`src/rtl/gate_test_seq_pkg.sv`:
```
// ----------------------------------------------------------------------------
// gate_test_seq_pkg
//   Shared types and constants for the gate test sequencer.
//   - state_t        : sequencer FSM states (IDLE/HOLD/SAMPLE/DONE)
//   - STATE_W        : state register width
//   - DEFAULT_SETTLE : default settle cycles per vector
//   - TT_OR/AND/XOR  : 2-input truth tables, bit k = output for input k
//   - cnt_width()    : settle counter width for a given SETTLE
// ----------------------------------------------------------------------------
package gate_test_seq_pkg;

    localparam int STATE_W = 2;

    typedef enum logic [STATE_W-1:0] {
        IDLE   = 2'd0,
        HOLD   = 2'd1,
        SAMPLE = 2'd2,
        DONE   = 2'd3
    } state_t;

    localparam int DEFAULT_SETTLE = 1;

    localparam logic [3:0] TT_OR  = 4'b1110;
    localparam logic [3:0] TT_AND = 4'b1000;
    localparam logic [3:0] TT_XOR = 4'b0110;

    // Counter only ever needs to reach SETTLE-1; keep at least one bit so
    // SETTLE=1 still yields a legal vector.
    function automatic int cnt_width(input int settle);
        return (settle > 1) ? $clog2(settle) : 1;
    endfunction

endpackage

```
`src/rtl/gate_test_seq_settle_timer.sv`:
```
// ----------------------------------------------------------------------------
// settle_timer
//   Clear/enable up-counter that flags when it has reached SETTLE-1.
//   Ports:
//     clk   in  clock (rising edge)
//     rst   in  asynchronous active-high reset
//     clr   in  synchronous clear to 0 (wins over en)
//     en    in  count enable
//     term  out counter == SETTLE-1
// ----------------------------------------------------------------------------
module settle_timer
    import gate_test_seq_pkg::*;
#(
    parameter int SETTLE = DEFAULT_SETTLE
) (
    input  logic clk,
    input  logic rst,
    input  logic clr,
    input  logic en,
    output logic term
);

    localparam int             CW       = cnt_width(SETTLE);
    localparam logic [CW-1:0]  TERM_VAL = CW'(SETTLE - 1);

    logic [CW-1:0] cnt;

    // Counter parks at the terminal value; the FSM leaves HOLD on that
    // cycle, so it never needs to represent SETTLE itself.
    always_ff @(posedge clk or posedge rst) begin
        if (rst)
            cnt <= '0;
        else if (clr)
            cnt <= '0;
        else if (en && !term)
            cnt <= cnt + CW'(1);
    end

    assign term = (cnt == TERM_VAL);

endmodule

```
`src/rtl/gate_test_seq.sv`:
```
// ----------------------------------------------------------------------------
// gate_test_seq
//   Clocked self-checking stimulus sequencer for a small combinational gate.
//   On start, walks dut_in through 0..2**N_IN-1, holds each vector SETTLE
//   cycles, samples dut_out on the following cycle and compares against
//   TRUTH. Reports mismatch count, per-vector fail mask and pass flag.
//
//   Parameters:
//     N_IN    number of gate inputs (1..4)
//     SETTLE  cycles each vector is held before sampling (>=1)
//     TRUTH   expected output table, bit k = expected dut_out for dut_in==k
//   Ports:
//     clk       in   clock, rising edge
//     rst       in   asynchronous active-high reset
//     start     in   begin a run (only looked at in IDLE)
//     dut_in    out  vector driven to the gate
//     dut_out   in   gate output (combinational, sampled unregistered)
//     busy      out  high from accepted start through DONE
//     done      out  one-cycle end-of-run pulse
//     pass      out  last completed run had zero mismatches
//     err_cnt   out  mismatch count of current/last run
//     fail_vec  out  bit k set if vector k mismatched
//
//   Build option: GATE_TEST_SEQ_TRACE_EN enables simulation-only $display
//   trace of every sample and a run summary. Hardware is identical.
// ----------------------------------------------------------------------------
module gate_test_seq
    import gate_test_seq_pkg::*;
#(
    parameter int                      N_IN   = 2,
    parameter int                      SETTLE = DEFAULT_SETTLE,
    parameter logic [(2**N_IN)-1:0]    TRUTH  = TT_OR
) (
    input  logic                     clk,
    input  logic                     rst,
    input  logic                     start,
    output logic [N_IN-1:0]          dut_in,
    input  logic                     dut_out,
    output logic                     busy,
    output logic                     done,
    output logic                     pass,
    output logic [N_IN:0]            err_cnt,
    output logic [(2**N_IN)-1:0]     fail_vec
);

    state_t state, state_nxt;

    logic term;
    logic timer_clr;
    logic last_vec;
    logic miss;

    assign last_vec = &dut_in;
    assign miss     = dut_out ^ TRUTH[dut_in];

    // ---------------------------------------------------------------- timer
    settle_timer #(
        .SETTLE (SETTLE)
    ) u_timer (
        .clk  (clk),
        .rst  (rst),
        .clr  (timer_clr),
        .en   (state == HOLD),
        .term (term)
    );

    // ------------------------------------------------------------------ FSM
    always_ff @(posedge clk or posedge rst) begin
        if (rst)
            state <= IDLE;
        else
            state <= state_nxt;
    end

    always_comb begin
        state_nxt = state;
        timer_clr = 1'b0;
        case (state)
            IDLE: begin
                if (start) begin
                    state_nxt = HOLD;
                    timer_clr = 1'b1;
                end
            end
            HOLD: begin
                if (term)
                    state_nxt = SAMPLE;
            end
            SAMPLE: begin
                if (last_vec) begin
                    state_nxt = DONE;
                end else begin
                    state_nxt = HOLD;
                    timer_clr = 1'b1;
                end
            end
            DONE: begin
                state_nxt = IDLE;
            end
            default: begin
                state_nxt = IDLE;
            end
        endcase
    end

    assign busy = (state != IDLE);
    assign done = (state == DONE);

    // ------------------------------------------------- vector and checker
    always_ff @(posedge clk or posedge rst) begin
        if (rst) begin
            dut_in   <= '0;
            err_cnt  <= '0;
            fail_vec <= '0;
            pass     <= 1'b0;
        end else begin
            case (state)
                IDLE: begin
                    if (start) begin
                        dut_in   <= '0;
                        err_cnt  <= '0;
                        fail_vec <= '0;
                        pass     <= 1'b0;
                    end
                end
                SAMPLE: begin
                    // err_cnt has one spare bit over the vector count, so
                    // it saturates naturally at 2**N_IN without wrapping.
                    if (miss) begin
                        err_cnt          <= err_cnt + (N_IN+1)'(1);
                        fail_vec[dut_in] <= 1'b1;
                    end
                    // Last vector stays on dut_in after the run.
                    if (!last_vec)
                        dut_in <= dut_in + N_IN'(1);
                end
                DONE: begin
                    pass <= (err_cnt == '0);
                end
                default: begin
                end
            endcase
        end
    end

`ifdef GATE_TEST_SEQ_TRACE_EN
    always @(posedge clk) begin
        if (!rst && state == SAMPLE)
            $display("%0t gate_test_seq: in=%b out=%b exp=%b %s",
                     $time, dut_in, dut_out, TRUTH[dut_in],
                     miss ? "MISS" : "MATCH");
        if (!rst && state == DONE)
            $display("%0t gate_test_seq: run complete err_cnt=%0d",
                     $time, err_cnt);
    end
`endif

endmodule

```
`config.mk`:
```
export PLATFORM = sky130hd
export DESIGN_NAME = gate_test_seq
export DESIGN_NICKNAME = d
export VERILOG_FILES = /design/src/rtl/gate_test_seq_pkg.sv /design/src/rtl/gate_test_seq_settle_timer.sv /design/src/rtl/gate_test_seq.sv
export SDC_FILE = /design/constraint.sdc
export NUM_CORES = 1
export LEC_CHECK = 0
export CAP_MARGIN = 20
export CORE_MARGIN = 3
export CORE_UTILIZATION = 51
export DETAILED_ROUTE_END_ITERATION = 10
export GPL_TIMING_DRIVEN = 0
export PLACE_DENSITY = 0.83
export REMOVE_ABC_BUFFERS = 1
export SYNTH_ARGS = -nofsm -noshare
export SYNTH_HDL_FRONTEND = slang
export SYNTH_SLANG_ARGS = --single-unit
```
`constraint.sdc`:
```
create_clock -name clk -period 4.3 [get_ports clk]
set_input_delay 0.645 -clock clk [delete_from_list [all_inputs] [get_ports clk]]
set_output_delay 0.645 -clock clk [all_outputs]
set_load 0.03 [all_outputs]
```
==> results of run 1 <==
worst max-delay path by stage:
stage	depth (start not counted)	slack [ns]	start	to
after floorplan	5	2.53	dut_in[0]$_DFFE_PP0P_	err_cnt[1]$_DFFE_PP0P_
after global placement	3	2.23	state[1]$_DFFE_PP0P_	done
after detailed placement	3	2.22	state[1]$_DFFE_PP0P_	done
after CTS	3	1.91	state[1]$_DFFE_PP0P_	done
after global routing	3	1.80	state[1]$_DFFE_PP0P_	done
final	3	1.92	state[1]$_DFFE_PP0P_	done
power groups by stage:
stage               sequential [mW]  combinational, mW  clock [mW]
floorplan                     0.264              0.189           0
global route                  0.223              0.388      0.0826
finish                        0.215              0.359      0.0775
CTS                           0.215              0.361      0.0782
global placement              0.214              0.351           0
detailed placement            0.217              0.360           0
cell families after synthesis:
family,share of synthesized area (%)
fa+ha+maj,10.27
buf+inv,7.363
flops,44.52
xor+xnor,2.227
compound gates,16.44
mux,3.595
simple gates,15.58
cell usage after synthesis (all sizes together) (2+ instances only):
master / n
o21ai: 3
nand2: 5
nor2: 6
a31oi: 3
inv: 8
and4b: 2
mux2: 2
a211o: 2
buf: 3
dfrtp: 13
ha: 6
a22o: 3
worst max-delay path, stage by stage, from the launching register on:
cell and delay (ns):
sky130_fd_sc_hd__dfrtp_1 0.58, sky130_fd_sc_hd__nand2_1 0.15, sky130_fd_sc_hd__inv_1 0.08, sky130_fd_sc_hd__clkdlybuf4s50_1 0.66
state kept, by name, indices dropped and copies added, names as in the netlist:
name / count
state: 2
pass: 1
err_cnt: 3
fail_vec: 4
dut_in: 2
u_timer.cnt: 1
area by class of cell:
class	instances	share of cell area, %
multi-input cells	44	38.97
flip-flops and latches	13	36.06
repair buffers	15	16.64
inverters	8	3.329
clock buffers	4	2.913
well taps	15	2.080
layer usage:
metal	GRT usage [%]	share of wire [%]	vias to the layer above
li1	-	-	270
met1	18.96	48	259
met2	25.87	47	12
met3	2.905	4.0	2
met4	8.434	1.5	0
met5	0	0	-
==> reports/summary.json, run 1 <==
{
  "drt-vias-per-instance": 5.485,
  "placedCellCount": 95,
  "grt_max_degree": 14,
  "total_power_mw": 0.6511,
  "post-cts-setup-buffers": 0,
  "drc": 0,
  "slew_violations": 0,
  "power.sequential.fraction_pct": 33.0,
  "cts-buffers-inserted": 3,
  "detailedPlacementHpwl_mm": 1.004,
  "power.net_switching_mw": 0.2980,
  "layout.area.seq_um2": 325.3,
  "crit_path_end_kind": "primary output",
  "drive_gt1_share_pct": 13.10,
  "cellPowerDensity_nw_per_um2": 721.7,
  "place_worst_setup_slack_ns": 2.220,
  "hold_path_startpoint": "u_timer.cnt$_DFFE_PP0P_",
  "first_iter_violations": 4,
  "place.gp.congestion": 0.7464,
  "worstReg2RegEnd": "err_cnt[1]$_DFFE_PP0P_",
  "drt-total-wl_mm": 1.345,
  "hold_ws_ns": 0.4798,
  "postSynthCellCount": 68,
  "hold-path-cell-count": 1,
  "number_of_fill_cells": 92,
  "areaGrowthSynthToFinish_pct": 23.46,
  "placeableCoreArea_um2": 1318,
  "swShare_pct": 45.77,
  "place_area_um2": 875.8,
  "power_report.internal_total_mw": 0.3531,
  "ant_nets": 0,
  "setup_ws_ns": 1.920,
  "max-slew-margin-rel_pct": 56.31,
  "area_share_of_the_largest_cell_type_after_synthesis_pct": 44.52,
  "final_hold_viol_count": 0,
  "timing.max_cap.violations": 0,
  "run_status": "complete, no violations",
  "final-instance-count-excl-fill": 99,
  "vdd.ir_drop.worst_uv": 356.1,
  "clkSinkCount": 13,
  "first_global_vias": 534,
  "start_util_pct": 55.46,
  "timing.rr.start": "dut_in[0]$_DFFE_PP0P_",
  "cellLeakagePower_nw": 0.4351,
  "cts-htree-levels": 1,
  "crit_fanout": 13,
  "grt.overflow.total": 0,
  "cts.clk_slew.worst_paths_ns": 0.08,
  "fin_skew_ns": 0.006494,
  "die-width_um": 43.85,
  "final_area_um2": 902.1,
  "synth_top_flop_cell": "sky130_fd_sc_hd__dfrtp_1",
  "final_core_util_pct": 68.47,
  "setup.worst_path.start_class": "register",
  "synthTopCellsByArea": "sky130_fd_sc_hd__dfrtp_1, sky130_fd_sc_hd__ha_1, sky130_fd_sc_hd__inv_1, sky130_fd_sc_hd__a22o_1, sky130_fd_sc_hd__nor2_1",
  "root_buffer": "sky130_fd_sc_hd__clkbuf_4",
  "num_vias": 543,
  "period_minus_slack_ns": 2.380,
  "grt_pass1_wl_mm": 2.208,
  "setup-tns-final_ns": 0,
  "synth_seq_area_share_pct": 44.52,
  "std_cell_rows": 13,
  "setup.worst_path.class": "register to primary output",
  "hold_path_end": "state[1]$_DFFE_PP0P_",
  "latest_clock_arrival_within_the_worst_skew_pair_ns": 0.28,
  "worstRegToRegCells": 5,
  "port-buffer-count": 15,
  "setup_viol": 0,
  "tritoncts_clock_tree": "built",
  "post-synth-top-area-cell": "sky130_fd_sc_hd__dfrtp_1",
  "finalNetCount": 95,
  "design.die.area_um2": 1923,
  "gr-usage-all-layers_pct": 15.63,
  "average_cell_area_after_synthesis_um2": 10.75,
  "synth_async_sr_flop_share_pct": 100.0,
  "worstHoldPathType": "register to register",
  "cts.hold.buffers_added": 0,
  "antenna_found_initial": 0,
  "cp_data_arrival_time_ns": 1.73,
  "post_cts.resized_instances": 0,
  "layout_commonest_cell": "sky130_fd_sc_hd__clkdlybuf4s50_1",
  "yosys_warnings": 0,
  "max_clock_freq_mhz": 420.2,
  "post_synth_design_cell_area_um2": 730.7,
  "antenna_cells": 0,
  "postSynthRegisterBits": 13,
  "detailedRoute.firstPassIterationCount": 4,
  "mostFrequentLayoutCells": "sky130_fd_sc_hd__clkdlybuf4s50_1, sky130_fd_sc_hd__dfrtp_1, sky130_fd_sc_hd__inv_1",
  "multi_input_area_um2": 351.6,
  "top_level_ports": 16,
  "synth_enable_flop_cells": 0,
  "worst_ep_required_time_ns": 3.65,
  "die_height_um": 43.85,
  "grt_setup_unrepaired": "no",
  "min_period_over_period_pct": 55.34,
  "timing.reg2reg.setup_slack_ns": 2.56,
  "clk_path_buf_depth": 2,
  "synth.distinct_cells": 29,
  "wl_per_cell_um": 13.59,
  "tightestPinTransition_ns": 0.6540,
  "power.clock.fraction_pct": 11.9,
  "combinationalPowerShare_pct": 55.1
}
Power figures use the tool's default switching activity.
==> run 2, diff against run 1 <==
--- a/config.mk
+++ b/config.mk
@@ -7,10 +7,10 @@
 export LEC_CHECK = 0
 export CAP_MARGIN = 20
 export CORE_MARGIN = 3
-export CORE_UTILIZATION = 51
+export CORE_UTILIZATION = 48
 export DETAILED_ROUTE_END_ITERATION = 10
 export GPL_TIMING_DRIVEN = 0
-export PLACE_DENSITY = 0.83
+export PLACE_DENSITY = 0.79
 export REMOVE_ABC_BUFFERS = 1
 export SYNTH_ARGS = -nofsm -noshare
 export SYNTH_HDL_FRONTEND = slang
==> constraint.sdc (replaced) <==
create_clock -name clk -period 2.4 [get_ports clk]
set_input_delay 0.36 -clock clk [delete_from_list [all_inputs] [get_ports clk]]
set_output_delay 0.36 -clock clk [all_outputs]
set_load 0.03 [all_outputs]
==> reports/summary.json, run 2 (synthesized netlist as in run 1, its figures left out) <==
{
  "run_status": {"value": "complete, no violations", "change": "unchanged"},
  "power.sequential.fraction": {"value": 33.2, "unit": "%", "change": "was 33.0%"},
  "cts.hold.buffers_added": {"value": 0, "change": "unchanged"},
  "std_cell_rows": {"value": 13, "change": "unchanged"},
  "root_buffer": {"value": "sky130_fd_sc_hd__clkbuf_4", "change": "unchanged"},
  "largest-register": {"value": "fail_vec", "change": "unchanged"},
  "post_cts.resized_instances": {"value": 0, "change": "unchanged"},
  "place.gp.congestion": {"value": 0.7172, "change": "was 0.7464"},
  "crit_fanout": {"value": 13, "change": "unchanged"},
  "detailroute.wirelength.met2": {"value": 585, "unit": "µm", "change": "was 631 µm"},
  "highest_layer": {"value": "met4", "change": "unchanged"},
  "worstReg2RegEnd": {"value": "err_cnt[1]$_DFFE_PP0P_", "change": "unchanged"},
  "final_hold_viol_count": {"value": 0, "change": "unchanged"},
  "mostFrequentLayoutCells": {"value": "sky130_fd_sc_hd__clkdlybuf4s50_1, sky130_fd_sc_hd__dfrtp_1, sky130_fd_sc_hd__inv_1", "change": "unchanged"},
  "total_power": {"value": 1.156, "unit": "mW", "change": "was 0.6511 mW"},
  "design.die.area": {"value": 2026, "unit": "µm²", "change": "was 1923 µm²"},
  "final-instance-count-excl-fill": {"value": 99, "change": "unchanged"},
  "largest_register_ffs": {"value": 4, "change": "unchanged"},
  "first_global_vias": {"value": 490, "change": "was 534"},
  "worst_ep_required_time": {"value": 2.04, "unit": "ns", "change": "was 3.65 ns"},
  "finalNetCount": {"value": 95, "change": "unchanged"},
  "final_area": {"value": 902.1, "unit": "µm²", "change": "unchanged"},
  "met3_routed_length": {"value": 49, "unit": "µm", "change": "was 54 µm"},
  "die_height": {"value": 45.02, "unit": "µm", "change": "was 43.85 µm"},
  "gr-usage-all-layers": {"value": 14.57, "unit": "%", "change": "was 15.63%"},
  "place_worst_setup_slack": {"value": 0.5970, "unit": "ns", "change": "was 2.220 ns"},
  "tightestPinTransition": {"value": 0.6793, "unit": "ns", "change": "was 0.6540 ns"},
  "first_iter_violations": {"value": 5, "change": "was 4"},
  "top_level_ports": {"value": 16, "change": "unchanged"},
  "latest_clock_arrival_within_the_worst_skew_pair": {"value": 0.27, "unit": "ns", "change": "was 0.28 ns"},
  "antenna_found_initial": {"value": 0, "change": "unchanged"},
  "number_of_fill_cells": {"value": 113, "change": "was 92"},
  "crit_path_end_kind": {"value": "primary output", "change": "unchanged"},
  "max_clock_freq_mhz": 476.7,
  "placedCellCount": {"value": 95, "change": "unchanged"},
  "crit_end": {"value": "done", "change": "unchanged"},
  "worstRegToRegCells": {"value": 3, "change": "was 5"},
  "largest_registers": {"value": "fail_vec x4, err_cnt x3", "change": "unchanged"},
  "clk_path_buf_depth": {"value": 2, "change": "unchanged"},
  "slew_violations": {"value": 0, "change": "unchanged"},
  "max-slew-margin-rel": {"value": 54.62, "unit": "%", "change": "was 56.31%"},
  "place_area": {"value": 875.8, "unit": "µm²", "change": "unchanged"},
  "cellLeakagePower": {"value": 0.4351, "unit": "nW", "change": "unchanged"},
  "num_vias": {"value": 540, "change": "was 543"},
  "setup.worst_path.class": {"value": "register to primary output", "change": "unchanged"},
  "grt.overflow.total": {"value": 0, "change": "unchanged"},
  "grt_max_degree": {"value": 14, "change": "unchanged"},
  "setup_ws": {"value": 0.3024, "unit": "ns", "change": "was 1.920 ns"},
  "combinationalPowerShare": {"value": 55.1, "unit": "%", "change": "about the same"},
  "port-buffer-count": {"value": 15, "change": "unchanged"},
  "vdd.ir_drop.worst": {"value": 804.2, "unit": "µV", "change": "was 356.1 µV"},
  "cellPowerDensity": {"value": 1281, "unit": "nW/µm²", "change": "was 721.7 nW/µm²"},
  "start_util": {"value": 53.48, "unit": "%", "change": "was 55.46%"},
  "cp_data_arrival_time": {"value": 1.74, "unit": "ns", "change": "was 1.73 ns"},
  "cts.clk_slew.worst_paths": {"value": 0.08, "unit": "ns", "change": "about the same"},
  "drt-vias-per-instance": {"value": 5.455, "change": "was 5.485"},
  "detailedRoute.firstPassIterationCount": {"value": 3, "change": "was 4"},
  "setup-tns-final": {"value": 0, "unit": "ns", "change": "unchanged"},
  "grt_pass1_wl": {"value": 2.125, "unit": "mm", "change": "was 2.208 mm"},
  "setup_viol": {"value": 0, "change": "unchanged"},
  "areaGrowthSynthToFinish": {"value": 23.46, "unit": "%", "change": "unchanged"},
  "power_report.internal_total": {"value": 0.6319, "unit": "mW", "change": "was 0.3531 mW"},
  "placeableCoreArea": {"value": 1366, "unit": "µm²", "change": "was 1318 µm²"},
  "worstHoldPathType": {"value": "input pin to async pin", "change": "was register to register"},
  "hold_ws": {"value": 0.4023, "unit": "ns", "change": "was 0.4798 ns"},
  "antenna_cells": {"value": 0, "change": "unchanged"},
  "detailedPlacementHpwl": {"value": 936, "unit": "µm", "change": "was 1.004 mm"},
  "layout_commonest_cell": {"value": "sky130_fd_sc_hd__clkdlybuf4s50_1", "change": "unchanged"},
  "cts-buffers-inserted": {"value": 3, "change": "unchanged"},
  "final_core_util": {"value": 66.03, "unit": "%", "change": "was 68.47%"},
  "setup.worst_path.start_class": {"value": "register", "change": "unchanged"},
  "route.layer.met1.wl": {"value": 658, "unit": "µm", "change": "was 639 µm"},
  "die-width": {"value": 45.02, "unit": "µm", "change": "was 43.85 µm"},
  "grt_setup_unrepaired": {"value": "no", "change": "unchanged"},
  "ant_nets": {"value": 0, "change": "unchanged"},
  "min_period_over_period_pct": 87.40,
  "fin_skew": {"value": 0.004762, "unit": "ns", "change": "was 0.006494 ns"},
  "cts-htree-levels": {"value": 1, "change": "unchanged"},
  "power.net_switching": {"value": 0.5237, "unit": "mW", "change": "was 0.2980 mW"},
  "period_minus_slack_ns": 2.098,
  "critical_path.startpoint": {"value": "state[1]$_DFFE_PP0P_", "change": "unchanged"},
  "drt-total-wl": {"value": 1.308, "unit": "mm", "change": "was 1.345 mm"},
  "drc": {"value": 0, "change": "unchanged"},
  "drive_gt1_share": {"value": 13.10, "unit": "%", "change": "unchanged"},
  "post-cts-setup-buffers": {"value": 0, "change": "unchanged"},
  "timing.rr.start": {"value": "state[1]$_DFFE_PP0P_", "change": "was dut_in[0]$_DFFE_PP0P_"},
  "swShare": {"value": 45.32, "unit": "%", "change": "was 45.77%"},
  "clkSinkCount": {"value": 13, "change": "unchanged"},
  "power.clock.fraction": {"value": 11.6, "unit": "%", "change": "was 11.9%"},
  "tritoncts_clock_tree": {"value": "built", "change": "unchanged"},
  "timing.reg2reg.setup_slack": {"value": 0.65, "unit": "ns", "change": "was 2.56 ns"},
  "wl_per_cell": {"value": 13.21, "unit": "µm", "change": "was 13.59 µm"},
  "timing.max_cap.violations": {"value": 0, "change": "unchanged"}
}
## run 2: cell counts in the layout (fill, tap and decap cells not counted)
Identical to the previous run, type by type.
## run 2: worst max-delay path, stage by stage (launching register included)
cell                              delay [ns]
sky130_fd_sc_hd__dfrtp_1                0.59
sky130_fd_sc_hd__nand2_1                0.15
sky130_fd_sc_hd__inv_1                  0.07
sky130_fd_sc_hd__clkdlybuf4s50_1        0.66
## run 2: per-layer routing
| metal | up-vias | global-route usage [%] |
|---|---|---|
| met5 | - | 0 |
| met4 | 0 | 8.772 |
| met3 | 2 | 2.390 |
| met2 | 10 | 21.75 |
| met1 | 258 | 19.65 |
| li1 | 270 | - |
## run 2: area by class of cell
| type | count | area [µm²] | area share, % |
|---|---|---|---|
| clock buffer | 4 | 26.28 | 2.913 |
| inverter | 8 | 30.03 | 3.329 |
| multi-input combinational | 44 | 351.6 | 38.97 |
| sequential | 13 | 325.3 | 36.06 |
| tap | 15 | 18.77 | 2.080 |
| timing repair buffer | 15 | 150.1 | 16.64 |
## run 2: worst min-delay path by stage
stage | start | endpoint | slack [ns]
after detailed placement | u_timer.cnt$_DFFE_PP0P_ | state[1]$_DFFE_PP0P_ | 0.47
after floorplan | rst | dut_in[0]$_DFFE_PP0P_ | 0.24
final | rst | dut_in[1]$_DFFE_PP0P_ | 0.40
after global routing | rst | err_cnt[1]$_DFFE_PP0P_ | 0.45
after global placement | u_timer.cnt$_DFFE_PP0P_ | state[1]$_DFFE_PP0P_ | 0.47
after CTS | rst | err_cnt[1]$_DFFE_PP0P_ | 0.42
## run 2: power groups by stage
stage / sequential, mW / combinational [mW] / clock (mW)
2_1_floorplan: 0.473 / 0.338 / 0
3_3_place_gp: 0.384 / 0.627 / 0
3_5_place_dp: 0.387 / 0.639 / 0
4_1_cts: 0.382 / 0.642 / 0.136
5_1_grt: 0.397 / 0.687 / 0.145
6_report: 0.384 / 0.637 / 0.134
==> run 3, diff against run 2 <==
--- a/config.mk
+++ b/config.mk
@@ -11,7 +11,6 @@
 export DETAILED_ROUTE_END_ITERATION = 10
 export GPL_TIMING_DRIVEN = 0
 export PLACE_DENSITY = 0.79
-export REMOVE_ABC_BUFFERS = 1
 export SYNTH_ARGS = -nofsm -noshare
 export SYNTH_HDL_FRONTEND = slang
 export SYNTH_SLANG_ARGS = --single-unit
==> reports/summary.json, run 3 (synthesized netlist as in run 1, its figures left out) <==
{
  "grt_setup_unrepaired": {"value": "no", "change": "unchanged"},
  "grt_pass1_wl": {"value": 2.352, "unit": "mm", "change": "was 2.125 mm"},
  "latest_clock_arrival_within_the_worst_skew_pair": {"value": 0.28, "unit": "ns", "change": "was 0.27 ns"},
  "tightestPinTransition": {"value": 0.5091, "unit": "ns", "change": "was 0.6793 ns"},
  "die_height": {"value": 45.02, "unit": "µm", "change": "unchanged"},
  "drt-vias-per-instance": {"value": 5.490, "change": "was 5.455"},
  "critPathBufInv": {"value": 2, "change": "unchanged"},
  "slew_violations": {"value": 0, "change": "unchanged"},
  "final_area": {"value": 927.1, "unit": "µm²", "change": "was 902.1 µm²"},
  "detailedRoute.firstPassIterationCount": {"value": 4, "change": "was 3"},
  "setup.worst_path.start_class": {"value": "register", "change": "unchanged"},
  "clk_path_buf_depth": {"value": 2, "change": "unchanged"},
  "clkSinkCount": {"value": 13, "change": "unchanged"},
  "std_cell_rows": {"value": 13, "change": "unchanged"},
  "drc": {"value": 0, "change": "unchanged"},
  "crit_slowest_cell": {"value": "sky130_fd_sc_hd__clkdlybuf4s50_1", "change": "unchanged"},
  "power.sequential.fraction": {"value": 29.0, "unit": "%", "change": "was 33.2%"},
  "mostFrequentLayoutCells": {"value": "sky130_fd_sc_hd__clkdlybuf4s50_1, sky130_fd_sc_hd__dfrtp_1, sky130_fd_sc_hd__inv_1", "change": "unchanged"},
  "worst_ep_required_time": {"value": 2.04, "unit": "ns", "change": "about the same"},
  "post-cts-setup-buffers": {"value": 0, "change": "unchanged"},
  "fin_skew": {"value": 0.003075, "unit": "ns", "change": "was 0.004762 ns"},
  "finalNetCount": {"value": 98, "change": "was 95"},
  "start_util": {"value": 53.48, "unit": "%", "change": "unchanged"},
  "max-slew-margin-rel": {"value": 66.02, "unit": "%", "change": "was 54.62%"},
  "largest-register": {"value": "fail_vec", "change": "unchanged"},
  "placeableCoreArea": {"value": 1366, "unit": "µm²", "change": "unchanged"},
  "final_hold_viol_count": {"value": 0, "change": "unchanged"},
  "vdd.ir_drop.worst": {"value": 609.8, "unit": "µV", "change": "was 804.2 µV"},
  "num_vias": {"value": 560, "change": "was 540"},
  "period_minus_slack": {"value": 2.131, "unit": "ns", "change": "was 2.098 ns"},
  "largest_registers": {"value": "fail_vec x4, err_cnt x3", "change": "unchanged"},
  "swShare": {"value": 45.35, "unit": "%", "change": "was 45.32%"},
  "place_area": {"value": 899.6, "unit": "µm²", "change": "was 875.8 µm²"},
  "ordered_list_of_cells_on_the_worst_path": {"value": "buf_2 > or2_2 > clkdlybuf4s50_1", "change": "was nand2_1 > inv_1 > clkdlybuf4s50_1"},
  "design.die.area": {"value": 2026, "unit": "µm²", "change": "unchanged"},
  "power.clock.fraction": {"value": 11.8, "unit": "%", "change": "was 11.6%"},
  "cts-buffers-inserted": {"value": 3, "change": "unchanged"},
  "worstHoldPathType": {"value": "input pin to async pin", "change": "unchanged"},
  "setup.worst_path.class": {"value": "register to primary output", "change": "unchanged"},
  "place_worst_setup_slack": {"value": 0.5849, "unit": "ns", "change": "was 0.5970 ns"},
  "timing.max_cap.violations": {"value": 0, "change": "unchanged"},
  "cp_data_arrival_time": {"value": 1.77, "unit": "ns", "change": "was 1.74 ns"},
  "wl_per_cell": {"value": 13.92, "unit": "µm", "change": "was 13.21 µm"},
  "max_clock_freq": {"value": 469.2, "unit": "MHz", "change": "was 476.7 MHz"},
  "crit_fanout": {"value": 10, "change": "was 13"},
  "power_report.internal_total": {"value": 0.6613, "unit": "mW", "change": "was 0.6319 mW"},
  "crit_path_end_kind": {"value": "primary output", "change": "unchanged"},
  "antenna_found_initial": {"value": 0, "change": "unchanged"},
  "die-width": {"value": 45.02, "unit": "µm", "change": "unchanged"},
  "areaGrowthSynthToFinish": {"value": 26.88, "unit": "%", "change": "was 23.46%"},
  "critical-path-max-stage-delay": {"value": 0.59, "unit": "ns", "change": "was 0.66 ns"},
  "worstReg2RegEnd": {"value": "err_cnt[1]$_DFFE_PP0P_", "change": "unchanged"},
  "setup_viol": {"value": 0, "change": "unchanged"},
  "cellLeakagePower": {"value": 0.4533, "unit": "nW", "change": "was 0.4351 nW"},
  "worstRegToRegCells": {"value": 5, "change": "was 3"},
  "critPathTopFamily": {"value": "buffers and inverters", "change": "unchanged"},
  "hold_ws": {"value": 0.4000, "unit": "ns", "change": "was 0.4023 ns"},
  "drive_gt1_share": {"value": 17.24, "unit": "%", "change": "was 13.10%"},
  "gr-usage-all-layers": {"value": 16.11, "unit": "%", "change": "was 14.57%"},
  "first_global_vias": {"value": 567, "change": "was 490"},
  "post_cts.resized_instances": {"value": 0, "change": "unchanged"},
  "port-buffer-count": {"value": 15, "change": "unchanged"},
  "layout_commonest_cell": {"value": "sky130_fd_sc_hd__clkdlybuf4s50_1", "change": "unchanged"},
  "grt_max_degree": {"value": 14, "change": "unchanged"},
  "setup_ws": {"value": 0.2687, "unit": "ns", "change": "was 0.3024 ns"},
  "cellPowerDensity": {"value": 1305, "unit": "nW/µm²", "change": "was 1281 nW/µm²"},
  "drt-total-wl": {"value": 1.420, "unit": "mm", "change": "was 1.308 mm"},
  "detailedPlacementHpwl": {"value": 1.030, "unit": "mm", "change": "was 936 µm"},
  "cts.clk_slew.worst_paths": {"value": 0.09, "unit": "ns", "change": "was 0.08 ns"},
  "top_level_ports": {"value": 16, "change": "unchanged"},
  "root_buffer": {"value": "sky130_fd_sc_hd__clkbuf_4", "change": "unchanged"},
  "first_iter_violations": {"value": 5, "change": "unchanged"},
  "grt.overflow.total": {"value": 0, "change": "unchanged"},
  "combinationalPowerShare": {"value": 59.2, "unit": "%", "change": "was 55.1%"},
  "antenna_cells": {"value": 0, "change": "unchanged"},
  "timing.rr.start": {"value": "dut_in[0]$_DFFE_PP0P_", "change": "was state[1]$_DFFE_PP0P_"},
  "ant_nets": {"value": 0, "change": "unchanged"},
  "cts.hold.buffers_added": {"value": 0, "change": "unchanged"},
  "run_status": {"value": "complete, no violations", "change": "unchanged"},
  "timing.reg2reg.setup_slack": {"value": 0.68, "unit": "ns", "change": "was 0.65 ns"},
  "tritoncts_clock_tree": {"value": "built", "change": "unchanged"},
  "synthesized_nets": 78,
  "largest_register_ffs": {"value": 4, "change": "unchanged"},
  "setup-tns-final": {"value": 0, "unit": "ns", "change": "unchanged"},
  "cts-htree-levels": {"value": 1, "change": "unchanged"},
  "power.net_switching": {"value": 0.5488, "unit": "mW", "change": "was 0.5237 mW"},
  "min_period_over_period": {"value": 88.80, "unit": "%", "change": "was 87.40%"},
  "final_core_util": {"value": 67.86, "unit": "%", "change": "was 66.03%"},
  "place.gp.congestion": {"value": 0.7691, "change": "was 0.7172"}
}
-- run 3: cell count changes in the layout (fill, tap and decap cells not counted), sizes merged --
cell / before / now
buf: 0 / 3
clkbuf: 4 / 3
clkinv: 0 / 1
-- run 3: worst max path at each step --
stage / depth (start not counted) / endpoint / start / slack, ns
final: 3 / busy / state[1]$_DFFE_PP0P_ / 0.27
after global routing: 4 / done / state[1]$_DFFE_PP0P_ / 0.16
after CTS: 3 / busy / state[1]$_DFFE_PP0P_ / 0.27
after detailed placement: 3 / busy / state[1]$_DFFE_PP0P_ / 0.58
after global placement: 3 / busy / state[1]$_DFFE_PP0P_ / 0.59
after floorplan: 5 / err_cnt[1]$_DFFE_PP0P_ / dut_in[0]$_DFFE_PP0P_ / 0.64
-- run 3: final cells by class --
class / count / area (µm²)
inverters: 8 / 30.03
plain buffers: 3 / 23.77
flip-flops and latches: 13 / 325.3
multi-input cells: 44 / 351.6
clock buffers: 3 / 22.52
fillers: 112 / 439.2
well taps: 15 / 18.77
repair buffers: 15 / 150.1
clock inverters: 1 / 5.005
-- run 3: metal layers --
metal | GRT usage (%) | up-vias | part of all wire, % | routed length (µm)
li1 | - | 275 | - | -
met1 | 21.12 | 263 | 44 | 628
met2 | 24.86 | 17 | 48 | 685
met3 | 2.390 | 5 | 4.9 | 70
met4 | 9.942 | 0 | 2.5 | 36
met5 | 0 | - | 0 | 0
-- run 3: per-stage QoR --
step | instances | power [mW]
floorplan | 68 | 0.8481
global placement | 98 | 1.054
detailed placement | 98 | 1.072
CTS | 102 | 1.213
global route | 102 | 1.285
finish | 102 | 1.210
-- run 3: worst register-to-register path: stages (launching register included) --
cell,delay [ns]
sky130_fd_sc_hd__dfrtp_1,0.43
sky130_fd_sc_hd__inv_1,0.10
sky130_fd_sc_hd__ha_1,0.25
sky130_fd_sc_hd__xnor2_2,0.42
sky130_fd_sc_hd__nand2_2,0.11
sky130_fd_sc_hd__mux2_4,0.30
-- run 3: power groups by stage --
stage,clock [mW],sequential (mW),combinational (mW)
after floorplan,0,0.449,0.400
after global placement,0,0.351,0.703
after detailed placement,0,0.354,0.718
after CTS,0.140,0.351,0.722
after global routing,0.151,0.360,0.774
final,0.142,0.351,0.717
